===== src/rtl/pipe_pkg.sv =====
// Shared types and encodings for the pipeline hazard/redirect controller.
package pipe_pkg;
    localparam int REG_W = 6;

    typedef enum logic [1:0] {
        ST_RUN   = 2'd0,
        ST_STALL = 2'd1,
        ST_FLUSH = 2'd2
    } state_t;

    localparam logic [1:0] PC_SEQ = 2'b00;
    localparam logic [1:0] PC_ALU = 2'b01;
    localparam logic [1:0] PC_MEM = 2'b10;
endpackage


===== src/rtl/pipe_ctrl_if.sv =====
// Pipeline-side signals of pipe_ctrl: decode/EX/WB status in, enables/flushes out.
interface pipe_ctrl_if;
    import pipe_pkg::*;

    logic [REG_W-1:0] id_rs;
    logic [REG_W-1:0] id_rt;
    logic             id_valid;
    logic             ex_memToReg;
    logic             ex_RegWrt;
    logic [REG_W-1:0] ex_rd;
    logic             wb_BranchZ;
    logic             wb_BranchN;
    logic             wb_Jump;
    logic             wb_JumpMem;
    logic             wb_N;
    logic             wb_Z;
    logic             pc_en;
    logic             ifid_en;
    logic             ifid_flush;
    logic             idex_flush;
    logic             exwb_flush;
    logic [1:0]       pc_sel;
    logic [15:0]      stall_count;
    logic [15:0]      flush_count;

    modport slave (
        input  id_rs, id_rt, id_valid, ex_memToReg, ex_RegWrt, ex_rd,
        input  wb_BranchZ, wb_BranchN, wb_Jump, wb_JumpMem, wb_N, wb_Z,
        output pc_en, ifid_en, ifid_flush, idex_flush, exwb_flush, pc_sel,
        output stall_count, flush_count
    );

    modport master (
        output id_rs, id_rt, id_valid, ex_memToReg, ex_RegWrt, ex_rd,
        output wb_BranchZ, wb_BranchN, wb_Jump, wb_JumpMem, wb_N, wb_Z,
        input  pc_en, ifid_en, ifid_flush, idex_flush, exwb_flush, pc_sel,
        input  stall_count, flush_count
    );
endinterface


===== src/rtl/sat_cnt16.sv =====
// 16-bit event counter with synchronous clear that holds at all-ones.
module sat_cnt16 (
    input  logic        clk,
    input  logic        clr,
    input  logic        en,
    output logic [15:0] count
);
    logic [15:0] count_q;
    logic [15:0] count_d;

    always_comb begin
        count_d = count_q;
        if (clr)
            count_d = '0;
        else if (en && (count_q != 16'hFFFF))
            count_d = count_q + 16'd1;
    end

    always_ff @(posedge clk) begin
        count_q <= count_d;
    end

    assign count = count_q;
endmodule


===== src/rtl/pipe_ctrl.sv =====
// Load-use stall and taken-redirect flush controller for a short in-order pipeline.
module pipe_ctrl
    import pipe_pkg::*;
#(
    parameter int LOAD_STALL   = 1,
    parameter int FLUSH_CYCLES = 2
) (
    input  logic        clk,
    input  logic        rst,
    pipe_ctrl_if.slave  bus
);
    state_t      state_q, state_d;
    logic [2:0]  cnt_q, cnt_d;
    logic        hazard;
    logic        taken;
    logic [1:0]  ev_inc;
    logic [15:0] ev_count [2];

    assign hazard = bus.id_valid & bus.ex_memToReg & bus.ex_RegWrt
                  & (bus.ex_rd != '0)
                  & ((bus.ex_rd == bus.id_rs) | (bus.ex_rd == bus.id_rt));
    assign taken  = bus.wb_Jump | bus.wb_JumpMem
                  | (bus.wb_BranchZ & bus.wb_Z) | (bus.wb_BranchN & bus.wb_N);

    always_ff @(posedge clk) begin
        if (rst) begin
            state_q <= ST_RUN;
            cnt_q   <= '0;
        end else begin
            state_q <= state_d;
            cnt_q   <= cnt_d;
        end
    end

    always_comb begin
        state_d = state_q;
        cnt_d   = cnt_q;
        case (state_q)
            ST_RUN, ST_STALL: begin
                // A redirect wins over the hazard and cuts any stall short.
                if (taken) begin
                    if (FLUSH_CYCLES > 1) begin
                        state_d = ST_FLUSH;
                        cnt_d   = 3'(FLUSH_CYCLES - 1);
                    end else begin
                        state_d = ST_RUN;
                        cnt_d   = '0;
                    end
                end else if (state_q == ST_STALL) begin
                    cnt_d = cnt_q - 3'd1;
                    if (cnt_q == 3'd1)
                        state_d = ST_RUN;
                end else if (hazard && (LOAD_STALL > 1)) begin
                    state_d = ST_STALL;
                    cnt_d   = 3'(LOAD_STALL - 1);
                end
            end
            ST_FLUSH: begin
                cnt_d = cnt_q - 3'd1;
                if (cnt_q == 3'd1)
                    state_d = ST_RUN;
            end
            default: begin
                state_d = ST_RUN;
                cnt_d   = '0;
            end
        endcase
    end

    always_comb begin
        bus.pc_en      = 1'b1;
        bus.ifid_en    = 1'b1;
        bus.ifid_flush = 1'b0;
        bus.idex_flush = 1'b0;
        bus.exwb_flush = 1'b0;
        bus.pc_sel     = PC_SEQ;
        if (rst) begin
            bus.pc_en      = 1'b0;
            bus.ifid_en    = 1'b0;
            bus.ifid_flush = 1'b1;
            bus.idex_flush = 1'b1;
            bus.exwb_flush = 1'b1;
        end else if (state_q == ST_FLUSH) begin
            bus.ifid_flush = 1'b1;
            bus.idex_flush = 1'b1;
            bus.exwb_flush = 1'b1;
        end else if (taken) begin
            bus.ifid_flush = 1'b1;
            bus.idex_flush = 1'b1;
            bus.exwb_flush = 1'b1;
            bus.pc_sel     = bus.wb_JumpMem ? PC_MEM : PC_ALU;
        end else if ((state_q == ST_STALL) || hazard) begin
            bus.pc_en      = 1'b0;
            bus.ifid_en    = 1'b0;
            bus.idex_flush = 1'b1;
        end
    end

    // Stalls are counted once per hazard, on the cycle it is first seen in RUN.
    assign ev_inc[0] = !rst && (state_q == ST_RUN) && hazard && !taken;
    assign ev_inc[1] = !rst && (state_q != ST_FLUSH) && taken;

    for (genvar gi = 0; gi < 2; gi++) begin : g_cnt
        sat_cnt16 u_cnt (
            .clk   (clk),
            .clr   (rst),
            .en    (ev_inc[gi]),
            .count (ev_count[gi])
        );
    end

    assign bus.stall_count = ev_count[0];
    assign bus.flush_count = ev_count[1];
endmodule


===== src/flat_wrapper.sv =====
// flat-port wrapper written by rule: the top's interface ports become plain ports
module pipe_ctrl_flat import pipe_pkg::*;
#(
    parameter int LOAD_STALL   = 1,
    parameter int FLUSH_CYCLES = 2
)
  (clk, rst, bus_id_rs, bus_id_rt, bus_id_valid, bus_ex_memToReg, bus_ex_RegWrt, bus_ex_rd, bus_wb_BranchZ, bus_wb_BranchN, bus_wb_Jump, bus_wb_JumpMem, bus_wb_N, bus_wb_Z, bus_pc_en, bus_ifid_en, bus_ifid_flush, bus_idex_flush, bus_exwb_flush, bus_pc_sel, bus_stall_count, bus_flush_count);
  pipe_ctrl_if bus_i ();
  input  logic clk;
  input  logic rst;
  input wire logic [$bits(bus_i.id_rs)-1:0] bus_id_rs;
  input wire logic [$bits(bus_i.id_rt)-1:0] bus_id_rt;
  input wire logic [$bits(bus_i.id_valid)-1:0] bus_id_valid;
  input wire logic [$bits(bus_i.ex_memToReg)-1:0] bus_ex_memToReg;
  input wire logic [$bits(bus_i.ex_RegWrt)-1:0] bus_ex_RegWrt;
  input wire logic [$bits(bus_i.ex_rd)-1:0] bus_ex_rd;
  input wire logic [$bits(bus_i.wb_BranchZ)-1:0] bus_wb_BranchZ;
  input wire logic [$bits(bus_i.wb_BranchN)-1:0] bus_wb_BranchN;
  input wire logic [$bits(bus_i.wb_Jump)-1:0] bus_wb_Jump;
  input wire logic [$bits(bus_i.wb_JumpMem)-1:0] bus_wb_JumpMem;
  input wire logic [$bits(bus_i.wb_N)-1:0] bus_wb_N;
  input wire logic [$bits(bus_i.wb_Z)-1:0] bus_wb_Z;
  output wire logic [$bits(bus_i.pc_en)-1:0] bus_pc_en;
  output wire logic [$bits(bus_i.ifid_en)-1:0] bus_ifid_en;
  output wire logic [$bits(bus_i.ifid_flush)-1:0] bus_ifid_flush;
  output wire logic [$bits(bus_i.idex_flush)-1:0] bus_idex_flush;
  output wire logic [$bits(bus_i.exwb_flush)-1:0] bus_exwb_flush;
  output wire logic [$bits(bus_i.pc_sel)-1:0] bus_pc_sel;
  output wire logic [$bits(bus_i.stall_count)-1:0] bus_stall_count;
  output wire logic [$bits(bus_i.flush_count)-1:0] bus_flush_count;
  assign bus_i.id_rs = bus_id_rs;
  assign bus_i.id_rt = bus_id_rt;
  assign bus_i.id_valid = bus_id_valid;
  assign bus_i.ex_memToReg = bus_ex_memToReg;
  assign bus_i.ex_RegWrt = bus_ex_RegWrt;
  assign bus_i.ex_rd = bus_ex_rd;
  assign bus_i.wb_BranchZ = bus_wb_BranchZ;
  assign bus_i.wb_BranchN = bus_wb_BranchN;
  assign bus_i.wb_Jump = bus_wb_Jump;
  assign bus_i.wb_JumpMem = bus_wb_JumpMem;
  assign bus_i.wb_N = bus_wb_N;
  assign bus_i.wb_Z = bus_wb_Z;
  assign bus_pc_en = bus_i.pc_en;
  assign bus_ifid_en = bus_i.ifid_en;
  assign bus_ifid_flush = bus_i.ifid_flush;
  assign bus_idex_flush = bus_i.idex_flush;
  assign bus_exwb_flush = bus_i.exwb_flush;
  assign bus_pc_sel = bus_i.pc_sel;
  assign bus_stall_count = bus_i.stall_count;
  assign bus_flush_count = bus_i.flush_count;
  pipe_ctrl #(.LOAD_STALL(LOAD_STALL), .FLUSH_CYCLES(FLUSH_CYCLES)) u_core (.clk(clk), .rst(rst), .bus(bus_i));
endmodule

===== config.mk =====
export PLATFORM = sky130hd
export DESIGN_NAME = pipe_ctrl_flat
export DESIGN_NICKNAME = d
export VERILOG_FILES = /design/src/rtl/pipe_pkg.sv /design/src/rtl/pipe_ctrl_if.sv /design/src/rtl/sat_cnt16.sv /design/src/rtl/pipe_ctrl.sv /design/src/flat_wrapper.sv
export SDC_FILE = /design/constraint.sdc
export NUM_CORES = 1
export LEC_CHECK = 0
export CAP_MARGIN = 20
export CORE_ASPECT_RATIO = 1.25
export CORE_MARGIN = 3
export CORE_UTILIZATION = 53
export CTS_BUF_LIST = sky130_fd_sc_hd__clkbuf_4
export DETAILED_ROUTE_END_ITERATION = 7
export GPL_ROUTABILITY_DRIVEN = 0
export PLACE_DENSITY = 0.88
export SKIP_LAST_GASP = 1
export SYNTH_ARGS = -nofsm -noshare
export SYNTH_HDL_FRONTEND = slang
export SYNTH_HIERARCHICAL = 1
export SYNTH_SLANG_ARGS = --single-unit
export TNS_END_PERCENT = 100

===== constraint.sdc =====
create_clock -name clk -period 5.63 [get_ports clk]
set_input_delay 0.8445 -clock clk [delete_from_list [all_inputs] [get_ports clk]]
set_output_delay 0.8445 -clock clk [all_outputs]
set_load 0.01 [all_outputs]

# Yosys cells after proc, flatten, opt, wreduce, memory -nomap -nowiden

Index checks and enable logic that the tools add are counted.

Add/sub/neg operators: 3
Equal/unequal tests: 9
Muxes and demuxes: 22
Bitwise operators: 10
Reductions and logical operators: 13

Operator list:

| kind                                                                    | count |
|---|---|
| 16-bit by 1-bit adder with 16-bit output, second input constant         | 2 |
| 16-bit inequality test, second input constant                           | 2 |
| 2-bit two-way mux                                                       | 7 |
| 6-bit == test                                                           | 2 |
| 1-bit two-way mux                                                       | 11 |
| 1-bit logical AND                                                       | 7 |
| 1-bit bitwise AND                                                       | 6 |
| 3-bit two-way mux                                                       | 2 |
| 3-bit one-hot mux with 2 select lines                                   | 1 |
| 6-bit nonzero test                                                      | 1 |
| 1-bit OR                                                                | 4 |
| 2-bit one-hot mux with 2 select lines                                   | 1 |
| 3-bit by 1-bit == test with 1-bit output, second input constant         | 1 |
| 3-bit by 1-bit inequality test with 1-bit output, second input constant | 1 |
| 3-bit by 1-bit subtractor with 3-bit output, second input constant      | 1 |
| 2-bit by 1-bit == test with 1-bit output, second input constant         | 1 |
| 2-bit == test, second input constant                                    | 1 |
| 1-bit logical NOT                                                       | 2 |
| 2-bit logical NOT                                                       | 1 |
| 2-bit inequality test, second input constant                            | 1 |
| 2-bit OR reduction                                                      | 1 |
| 1-bit logical OR                                                        | 1 |

Register bits: 37
Output and inout port bits: 39
Word-level logic and storage cells: 61

# Logic depth before layout (Yosys ltp)

Gate-level depths: netlist of run 1.

Depth after elaboration: 9
Mapped depth: 9
Mapped depth without buffers: 9

# By module

Netlist of run 1, hierarchy kept.

Modules (own cells, without submodules):

| module    | instances | cells each | area each (um^2) | sequential area each (um^2) |
|---|---|---|---|---|
| sat_cnt16 | 2         | 99         | 848.3            | 320.3 |
| pipe_ctrl | 1         | 76         | 584.3            | 100.1 |

# Worst setup path before layout of run 1

Ideal clock, no wire load.

Path type: input port to flip-flop
Start point: in bus_wb_BranchZ
End point: reg u_core.g_cnt[1].u_cnt.count_q[7]
Library setup time: 70 ps
Arrival time: 2519 ps
Data required time: 5560 ps
Slack: 3041 ps
Stages: 8
Path buffers: 2
Path through: nand2_1 -> and3_1 -> buf_6 -> nor3_1 -> nand2_1 -> clkbuf_1 -> or4_1 -> a21oi_1

Cells in the longest elaborated chain, start to end: 5

Ends and longest elaborated chain:

| what                   | line               | RTL |
|---|---|---|
| start, declared        | flat_wrapper.sv:17 | `input wire logic [$bits(bus_i.wb_BranchZ)-1:0] bus_wb_BranchZ;` |
| 1-bit bitwise AND      | pipe_ctrl.sv:23    | `\| (bus.wb_BranchZ & bus.wb_Z) \| (bus.wb_BranchN & bus.wb_N);` |
| 1-bit OR (2 in series) | pipe_ctrl.sv:23    |  |
| 1-bit logical AND      | pipe_ctrl.sv:101   | `assign ev_inc[1] = !rst && (state_q != ST_FLUSH) && taken;` |
| net u_core.ev_inc[1]   | pipe_ctrl.sv:16    | `logic [1:0] ev_inc;` |
| 1-bit logical AND      | sat_cnt16.sv:15    | `else if (en && (count_q != 16'hFFFF))` |
| end signal, assigned   | sat_cnt16.sv:20    | `count_q <= count_d;` |
| end, declared          | sat_cnt16.sv:8     | `logic [15:0] count_q;` |

The timed path passes the listed nets, and every way through them passes these cells.
A chain may end at the register's enable or synchronous reset.

# Final worst setup path of run 1

Start point: in bus_ex_rd[4]
End point: out bus_ifid_en

Cells in the longest elaborated chain, start to end: 8
Elaborated cells on any way between the ends: 11
Those cells by class: eq/ne (2); mux (4); bitwise (3); reduce/logical (2)

Ends and longest elaborated chain:

| what                                                       | line                             | RTL |
|---|---|---|
| start, declared                                            | flat_wrapper.sv:16               | `input wire logic [$bits(bus_i.ex_rd)-1:0] bus_ex_rd;` |
| 6-bit == test / 6-bit nonzero test (equally long branches) | pipe_ctrl.sv:21, pipe_ctrl.sv:20 |  |
| 1-bit OR / 1-bit bitwise AND (equally long branches)       | pipe_ctrl.sv:21, pipe_ctrl.sv:20 |  |
| 1-bit bitwise AND (*)                                      | pipe_ctrl.sv:21                  | `& ((bus.ex_rd == bus.id_rs) \| (bus.ex_rd == bus.id_rt));` |
| 1-bit logical OR (*)                                       | pipe_ctrl.sv:92                  | `end else if ((state_q == ST_STALL) \|\| hazard) begin` |
| 1-bit two-way mux (*)                                      | pipe_ctrl.sv:92                  |  |
| 1-bit two-way mux (*)                                      | pipe_ctrl.sv:87                  | `end else if (taken) begin` |
| 1-bit two-way mux (*)                                      | pipe_ctrl.sv:83                  | `end else if (state_q == ST_FLUSH) begin` |
| 1-bit two-way mux (*)                                      | pipe_ctrl.sv:77                  | `if (rst) begin` |
| end, declared                                              | flat_wrapper.sv:24               | `output wire logic [$bits(bus_i.ifid_en)-1:0] bus_ifid_en;` |

Mark *: on every way between the ends. The rest lies on a longest branch, timed or not.

==> run summary, run 1 <==
For this run, asynchronously set or reset flops after synthesis account for 0%. The commonest cells after synthesis are dfxtp_1 (37), a21oi_1 (25), nand2_1 (21). The number of antenna diodes in the final layout is 0.

Port buffering added 67 buffers. The worst setup path is launched from an input pin. The number of buffers created by CTS was 5.

The min-delay analysis places its worst path in the category register to register. Counting flops with a built-in enable in the synthesized netlist gives 0. The flip-flop and latch count after synthesis works out to 37. The standby leakage power was 0.9953 nW. The worst pin sits at a relative slew slack of 45.36%. The total of endpoints with negative setup slack in the final report came out at 0. The later pin in the worst-skew pair is clocked with a latency of 0.35 ns. The count of cells in the finished layout, fillers not included, comes to 393.

The post-place instance area is 2947 sq um, and the share of the cycle needed by the critical path after routing is 62.10%. Fill cells in the final layout number 326. The post-detailed-route via-to-cell ratio is 5.936.

For this run, the leading register cell type out of synthesis is dfxtp_1. The tool flagged a number of max-cap violations equal to 0. Cell taking the most area after synthesis: dfxtp_1. In this run, placement finished with an instance count of 385. The logs give 2326 for the number of global-route vias before repair and 0 for the quantity of gates resized following cts. After detailed routing, the average wire length per cell comes to 15.38 microns.

Global routing finished with a remaining overflow of 0. The highest net fanout along the worst path works out to 3. The clock slew at the register clock pins of the worst setup and hold paths is 0.11 ns, and the area of combinational cells with multiple inputs is 1409 sq um. The effective utilization at floorplan was 55.21%. The die is 64.68 microns wide. In the final layout, flip-flops and latches occupy 740.7 sq um. Entering global routing, the biggest net connects 28 pins. The cell area after layout is 3049 sq um, and the ratio of cells with drive above 1 in the final layout is 6.528%.

The tree is rooted in a clkbuf_4. Static timing analysis puts the maximum clock frequency at 286.0 MHz. The number of setup buffers added after CTS is 0. The tools report the total power as 0.5810 mW. The tools report the number of max-slew violations in the final report as 0. Peak supply drop: 216.6 uV. The post-route worst hold slack was 0.5283 ns. The vias after detailed routing was 2333.

The number of sinks on the clock net came out at 37. For the sum of routed wire length over all layers, the log shows 6046 microns. The tools report the number of hold buffers added after CTS as 0.

The detailed-route DRC error count is 0. Between clock sinks in the finished design, the worst skew comes to 0.01115 ns. In the post-synthesis netlist, the biggest area contributors are dfxtp_1 (32%), xnor2_1 (6.1%), a21oi_1 (5.5%). TritonCTS built the clock tree. The floorplan has 26 rows. The logs give 46 for the distinct cell type count after synthesis and 5 for the detailed-routing iteration count for the pre-antenna-repair pass. At the pin with the least slew margin, the transition time is 0.8135 ns.

The run gives 6 as the number of warnings reported in the yosys synthesis log. The run finished with clean final reports. For the final routed database, the setup TNS stands at 0 ns.

The synthesized design devotes to its leading area cell type 32.47% of total area. The required time at the endpoint of the critical path was 4.79 ns. The post-synthesis net count came out at 307. The most frequent cell after synthesis is dfxtp_1. No sink is reached through more buffers than the 2 on the longest clock path. Across every metal layer, demand over resource in global routing totals 25.23%. The HPWL after detailed placement is 4390 microns.

Power spread over the standard cell area amounts to 190.6 nW/um^2. The net count of the finished layout is 369. The critical path is of the input pin to output port type. The run gives 0 as the number of antenna violations at the first check in global routing. A synthesized cell averages 8.325 sq um. At the worst endpoint, the arrival time is 2.65 ns. Number of DRC markers after the initial detailed-route iteration: 214. In this run the count of I/O pins placed on the die edge is 68. The tools report the total count of hold-check failures in the final report as 0. The cell count after synthesis came out at 274. Synthesis-to-finish area growth: 33.68%.

The routed design could run at a clock period as short as 3.496 ns. In this run the vertical extent of the chip is 79.35 microns. The detail route stage leaves a number of antenna-violating nets equal to 0. STA classifies the critical path endpoint as an output port. The tools report the core box area as 4131 sq um.

The full die area came out at 5132 sq um. The run gives 32.47% as the portion of the post-synthesis area used by sequential elements. Setup repair after global routing left no endpoint under its margin.

The wire length of the first global-routing pass came out at 10340 microns. The synthesized netlist occupies a cell area of 2281 sq um. The H-tree was split into 2 levels.
report_power, final:
group / switching [mW] / internal, mW / total (mW)
Clock: 0.0945 / 0.137 / 0.232
Combinational: 0.0359 / 0.0425 / 0.0785
Sequential: 0.00452 / 0.266 / 0.271
cell usage in the layout, fill, tap and decap left out, drive strengths merged, types with 8 or more instances in the layout:
master / instances
xnor2: 16
or4: 14
nand2: 23
nand3: 14
nand4: 12
nor3: 9
clkdlybuf4s50: 67
o31ai: 12
o21ai: 8
inv: 13
nor2: 20
dfxtp: 37
nor4: 9
a21oi: 25
layer usage:
layer  global-route usage (%)  routed length, microns  vias up
met2                    46.38                    3230       69
met3                    5.941                     248       11
met4                    9.514                      91        0
met1                    27.70                    2474     1102
met5                        0                       0        -
li1                         -                       -     1151
kinds of logic (layout without fill, tap and decap cells):
family / count (synthesis) / count (layout) / synth area share [%]
simple gates: 127 / 127 / 34.39
compound gates: 59 / 59 / 16.79
flops: 37 / 37 / 32.47
buf+inv: 26 / 89 / 5.759
xor+xnor: 17 / 17 / 6.528
fa+ha+maj: 4 / 4 / 2.194
mux: 4 / 4 / 1.865
sequential cells by signal, indices dropped and copies added (netlist names):
name                      flops
u_core/g_cnt.u_cnt/count     32
u_core/cnt_q                  3
u_core/state_q                2
final cells by class:
type | count | share of cell area (%)
multi-input cells | 211 | 46.20
clock buffers | 5 | 1.231
clock inverters | 3 | 2.134
repair buffers | 68 | 22.24
flip-flops and latches | 37 | 24.29
well taps | 56 | 2.298
inverters | 13 | 1.600
per-stage QoR:
stage / setup WS, ns / util, %
2_1_floorplan: 3.041 / -
3_3_place_gp: 2.190 / 71.32
3_5_place_dp: 2.138 / 71.32
4_1_cts: 2.148 / 73.80
5_1_grt: 2.056 / 73.80
6_report: 2.134 / 73.80
final timing paths:
| check | start | to | slack (ns) | depth (start not counted) |
|---|---|---|---|---|
| worst min-delay path | u_core/cnt_q[2] | u_core/cnt_q[2] | 0.53 | 1 |
| worst max-delay path | bus_ex_rd[4] | bus_ifid_en | 2.13 | 7 |
| worst min register to register | u_core/cnt_q[2] | u_core/cnt_q[2] | 0.53 | 1 |
| worst max register to register | u_core/state_q[0] | u_core/g_cnt[1].u_cnt/count[11] | 3.29 | 5 |
critical path, cell delays in order:
cell and delay (ns):
clkdlybuf4s50_1 0.48, xnor2_1 0.23, nand4_1 0.13, o22ai_2 0.17, o2111ai_1 0.14, o211a_1 0.17, clkdlybuf4s50_1 0.48
Note: power is estimated with default switching activity, not from simulation.
==> inputs of run 2 (changes only) <==
CORE_UTILIZATION = 49   (was 53)
PLACE_DENSITY = 0.83   (was 0.88)
clock period = 3.46 ns   (was 5.63 ns; I/O delays follow)
==> run summary, run 2 (synthesis gave the netlist of run 1 again) <==
In this run the critical register-to-register path is captured at u_core/g_cnt[0].u_cnt/count[11]. Entering global routing, the biggest net connects 25 pins. Between clock sinks in the finished design, the worst skew comes to 0.01233 ns.

The number of DRC markers after the initial detailed-route iteration came out at 158. Reg-to-reg critical path startpoint: u_core/state_q[0]. In the layout the commonest cells are clkdlybuf4s50_1 (67), dfxtp_1 (37), a21oi_1 (25). Global routing consumed, over all layers together, 21.70% of the routing resources. The run finished with clean final reports. The clock group share of total power is 34.6%. The total of endpoints with negative setup slack in the final report is 0, and the effective utilization at floorplan is 51.15%. The cell-internal power was 0.6542 mW. Detailed placement ended at an HPWL of 4212 microns. In this run the cell area measured after placement is 2972 sq um.

The detailed-routing iteration count for the pre-antenna-repair pass was 4; the number of nets in the finished design was 372. The endpoint class of the critical path was an output port. The core region is 4459 sq um. By instance count, the cell type seen most on the critical path is clkdlybuf4s50_1.

The hold path depth came out at 1. Summing over every cut layer, the via total after detailed routing is 2277. The final sum of negative setup slack was 0 ns; the share of total power consumed by net switching was 24.85%. The max capacitance violation total came out at 0. The number of sinks on the clock net came out at 37. The tools report the number of antenna violations at the first check in global routing as 0. Once detail routing completed, the nets flagged for antenna violations numbered 0. Across the VDD grid, the largest voltage drop is 266.6 uV.

The path with the worst hold slack has its endpoint at u_core/cnt_q[2]. Pin placement for this block handled 68 I/O pins. STA classifies the critical path startpoint as an input pin. The die height was 82.28 microns.

Setup repair after global routing left no endpoint under its margin. For this design the total switching power over the nets is 0.2163 mW. For the worst setup path, the data arrival time is 2.36 ns. At the pin with the least slew margin, the transition time is 0.7976 ns. The critical path is of the input pin to output port type.

Traced cell by cell, the critical path runs through clkdlybuf4s50_1 -> nor4_1 -> a21oi_1 -> o2111ai_1 -> o211a_1 -> clkdlybuf4s50_1. Worst slew slack as a fraction of its limit: 46.43%. The wire length of the first global-routing pass was 9432 microns. The count of buffering cells on the critical path with inverters included works out to 2.

TritonCTS built the clock tree. The worst reg-to-reg path cell count works out to 6. Dividing the detail-routed wire length by the instance count gives 14.03 microns.

The number of max-slew violations in the final report is 0, and the depth of the CTS H-tree is 2. For the sum of routed wire length over all layers, the log shows 5584 microns. The tools report the number of post-CTS setup repair buffers as 0. On the critical path the largest part of the delay comes from buffers and inverters. For the insertion delay of the later-clocked pin in the worst-skew pair, the log shows 0.36 ns. Final period demand of the worst path: 2.877 ns.

The site row count was 27; the post-detailed-route via-to-cell ratio was 5.721. The relative contribution of sequential cells to total power came out at 50.5%. The power density over the cells was 285.4 nW/um^2. On the critical path, the stage with the largest delay is an instance of clkdlybuf4s50_1.

Synthesis-to-finish area growth: 33.74%. Highest net fanout along the worst path: 3. The worst hold path begins at u_core/cnt_q[2]. The ratio of cells with drive above 1 in the final layout was 7.059%; the final setup slack of the worst path was 0.5834 ns. Clock-pin slew was measured on the worst setup and hold paths at 0.11 ns.

For the maximum root-to-sink buffer count, the log shows 2. The run gives 3050 sq um as the cell area after layout. The buffer type at the clock tree root was clkbuf_4.

The commonest non-fill, non-tap cell in the layout was clkdlybuf4s50_1. Summed over all cells, the static leakage comes to 0.9941 nW. The full die area was 5515 sq um; the flip-flop count of the largest register, all copies and words added was 32. In this run, post-CTS hold repair placed 0 buffers. The repair_antennas step left the layout with diodes totalling 0. In this run, CTS created clock tree buffers numbering 5.

The path class of the lowest-slack min-delay path is register to register. Timing analysis after detailed placement gives a worst setup slack of 0.3349 ns. After detailed routing, the number of remaining DRC violations is 0. The flop-to-flop setup slack was 1.30 ns. The total overflow left after global routing is 0. The total count of hold-check failures in the final report was 0.

On the worst path, the slowest cell contributes a delay of 0.54 ns. STA puts the critical path data required time at 2.94 ns. The share of the cycle needed by the critical path after routing was 83.14%. The count of input and output buffers works out to 67. The tools report the proportion of power drawn by combinational gates as 14.9%.

The quantity of gates resized following cts was 0. Number of global-route vias before repair: 2132. The width of the die was 67.03 microns. The tools report the highest clock frequency the design can meet as 347.6 MHz.
==> run 2: cell type report <==
class / instances / area, sq um
Clock buffer: 5 / 37.54
Multi-Input combinational cell: 211 / 1409
Fill cell: 386 / 1409
Inverter: 13 / 48.80
Clock inverter: 3 / 41.29
Timing Repair Buffer: 71 / 700.7
Tap cell: 58 / 72.57
Sequential cell: 37 / 740.7
==> run 2: layer usage <==
metal / global-route usage, % / vias up / wire [microns]
met5: 0 / - / 0
met4: 8.114 / 0 / 104
met3: 3.789 / 12 / 186
met2: 40.02 / 50 / 2977
met1: 24.52 / 1059 / 2316
li1: - / 1156 / -
==> run 2: power groups by stage <==
stage	Sequential (mW)	Combinational (mW)	Clock, mW
after detailed placement	0.450	0.130	0
after global placement	0.449	0.126	0
final	0.440	0.130	0.301
after CTS	0.440	0.130	0.313
after floorplan	0.449	0.0692	0
after global routing	0.441	0.144	0.321
==> run 2: stage by stage <==
step,hold slack (ns),cells,total power [mW],util (%)
global route,0.5306,398,0.9063,68.41
global placement,0.4678,390,0.5755,66.64
CTS,0.4911,398,0.8834,68.41
finish,0.4859,398,0.8706,68.41
detailed placement,0.4748,390,0.5794,66.64
floorplan,0.4550,274,0.5181,-
==> run 2: worst max path at each step <==
| stage | slack [ns] | cells past startpoint | from | end |
|---|---|---|---|---|
| 6_report | 0.58 | 6 | bus_ex_rd[0] | bus_pc_en |
| 5_1_grt | 0.47 | 6 | bus_ex_rd[0] | bus_ifid_en |
| 4_1_cts | 0.56 | 6 | bus_ex_rd[0] | bus_pc_en |
| 3_5_place_dp | 0.33 | 9 | bus_ex_rd[1] | u_core/g_cnt[0].u_cnt/count[11] |
| 3_3_place_gp | 0.49 | 9 | bus_ex_rd[1] | u_core/g_cnt[0].u_cnt/count[11] |
| 2_1_floorplan | 1.20 | 8 | bus_wb_BranchZ | u_core/g_cnt[1].u_cnt/count[7] |
==> inputs of run 3 (changes only) <==
CORE_UTILIZATION = 44   (was 49)
PLACE_DENSITY = 0.78   (was 0.83)
clock period = 2.51 ns   (was 3.46 ns; I/O delays follow)
==> run summary, run 3 (synthesis gave the netlist of run 1 again) <==
The run finished with clean final reports. The buffer type at the clock tree root is clkbuf_4. For this run, the top clock speed supported by timing is 419.4 MHz. Power density over the cells: 382.1 nW/um^2. Setup repair after global routing left no endpoint under its margin. The library cell used most frequently in the layout, excluding fill and tap cells, is clkdlybuf4s50_1.

For this design, the sink count on the clock tree is 37. TritonCTS built the clock tree. The number of hold buffers added after CTS was 0.

The cell family contributing the most delay on the critical path is buffers and inverters. The slowest stage cell on the critical path was clkdlybuf4s50_1. The endpoint class of the critical path was an output port.

Final period demand of the worst path: 2.385 ns. The net count of the finished layout is 388. The detailed-route DRC error count was 0.

Max-cap violations in this run came to 0. The ratio of cells with drive above 1 in the final layout works out to 11.52%. The final critical path takes up 95.01% of the cycle. After clock tree synthesis, the repair step resized 5 gates. For this block, the via count after detailed routing is 2333. The worst setup path is of the input pin to output port kind. The run gives 5703 microns as the sum of routed wire length over all layers.

Dividing the detail-routed via count by the number of cells gives 5.608. After routing the design area is 3172 sq um. The pin slew with the least headroom to its limit was 0.6276 ns. Along the worst path, the maximum fanout reaches 3.

Once the floorplan was initialized, standard cells occupied 46.84% of the core. After clock tree synthesis, the clock-pin slew on the worst setup and hold paths is 0.12 ns. The number of max-slew violations in the final report was 0. Setup violations remaining at the end of the flow were counted as 0. The tools report the required time at the endpoint of the critical path as 2.13 ns. The worst-case IR drop observed on VDD is 334.8 uV. Once routing completed, OpenROAD measured the worst setup slack at 0.1254 ns. The synthesis-to-finish area growth is 39.06%, and the antenna cell count is 0.

The critical path contains buffers and inverters numbering 3 combined. Global routing consumed, over all layers together, 19.19% of the routing resources. Clock skew on the completed layout was measured at 0.01230 ns. The die height was 86.50 microns; the standby leakage power was 1.076 nW.

The highest cell delay on the worst timing path is 0.53 ns, and the site row count is 28. The tools report the pre-CTS setup slack as -0.1646 ns. The library cells used most frequently in the layout, excluding fill and tap cells, are clkdlybuf4s50_1 (62), dfxtp_1 (37), a21oi_1 (25). Summed over all nets, the half-perimeter wirelength after detailed placement is 4338 microns. Before antenna repair, the detailed router went through 4 iterations. The count of nets left with antenna violations once routing finished came out at 0. The H-tree generated during clock tree synthesis spans 2 levels. The worst pin sits at a relative slew slack of 57.61%. The total count of hold-check failures in the final report was 0; the detail-routed net length per standard cell was 13.71 microns. The critical path launch point type is an input pin. The count of input and output buffers was 67; the width of the die was 70.40 microns. The run gives 5 as the number of buffers created by CTS.

In this run the worst hold path is classified as register to register. In this run the deepest clock path goes through 2 buffers. Walking the worst path, the cells encountered are clkdlybuf4s50_1 -> xnor2_1 -> nand4_1 -> o22ai_2 -> buf_4 -> o2111ai_1 -> o211a_1 -> dlygate4sd2_1. The number of global-route vias before repair was 2195.

The floorplan step defined a core boundary enclosing 4870 sq um. The logs give 0.34 ns for the insertion delay of the later-clocked pin in the worst-skew pair and 2.01 ns for the arrival time at the worst endpoint. Summed over all layers, the global routing overflow is 0.

The tools report the number of post-CTS setup repair buffers as 0. The flip-flop count of the largest register, all copies and words added is 32, and the number of DRC markers after the initial detailed-route iteration is 164. Summed over all failing endpoints, the final setup total negative slack is 0 ns.

The number of antenna violations at the first check in global routing is 0, and the full die area is 6090 sq um. The first global-routing pass estimated 9825 microns of wire. The top-level port count is 68, and the largest net degree at the start of global routing is 27. For the post-place instance area, the log shows 3094 sq um.
-- run 3: per-stage QoR --
| step | hold WS (ns) | total power [mW] | cells | utilization [%] |
|---|---|---|---|---|
| 6_report | 0.4886 | 1.212 | 416 | 65.13 |
| 5_1_grt | 0.5151 | 1.266 | 416 | 65.13 |
| 3_5_place_dp | 0.4794 | 0.8022 | 408 | 63.54 |
| 3_3_place_gp | 0.4695 | 0.7973 | 408 | 63.54 |
| 4_1_cts | 0.4964 | 1.228 | 416 | 65.13 |
| 2_1_floorplan | 0.4550 | 0.7142 | 274 | - |
-- run 3: path summary, 6_finish.rpt --
path / start / endpoint / slack [ns] / depth (start not counted)
min reg2reg: u_core/cnt_q[2] / u_core/cnt_q[2] / 0.49 / 1
max: bus_ex_rd[1] / bus_ifid_en / 0.13 / 8
max reg2reg: u_core/state_q[0] / u_core/g_cnt[1].u_cnt/count[6] / 0.59 / 7
min: u_core/cnt_q[2] / u_core/cnt_q[2] / 0.49 / 1
-- run 3: final cells by class --
type	instances	area, sq um
clock buffers	5	37.54
multi-input cells	211	1409
fillers	446	1698
inverters	13	48.80
clock inverters	3	46.29
flip-flops and latches	37	740.7
well taps	60	75.07
repair buffers	87	814.5
-- run 3: where the power goes --
part | internal (mW) | switching (mW)
sequential | 0.597 | 0.00952
combinational | 0.0999 | 0.0798
clock | 0.211 | 0.215
total | 0.908 | 0.304
-- run 3: layer usage --
| metal | track usage [%] | vias to the layer above | routed length, microns |
|---|---|---|---|
| met1 | 23.21 | 1091 | 2527 |
| met2 | 34.33 | 41 | 2965 |
| met3 | 3.480 | 4 | 158 |
| li1 | - | 1197 | - |
| met5 | 0 | - | 0 |
| met4 | 5.923 | 0 | 51 |
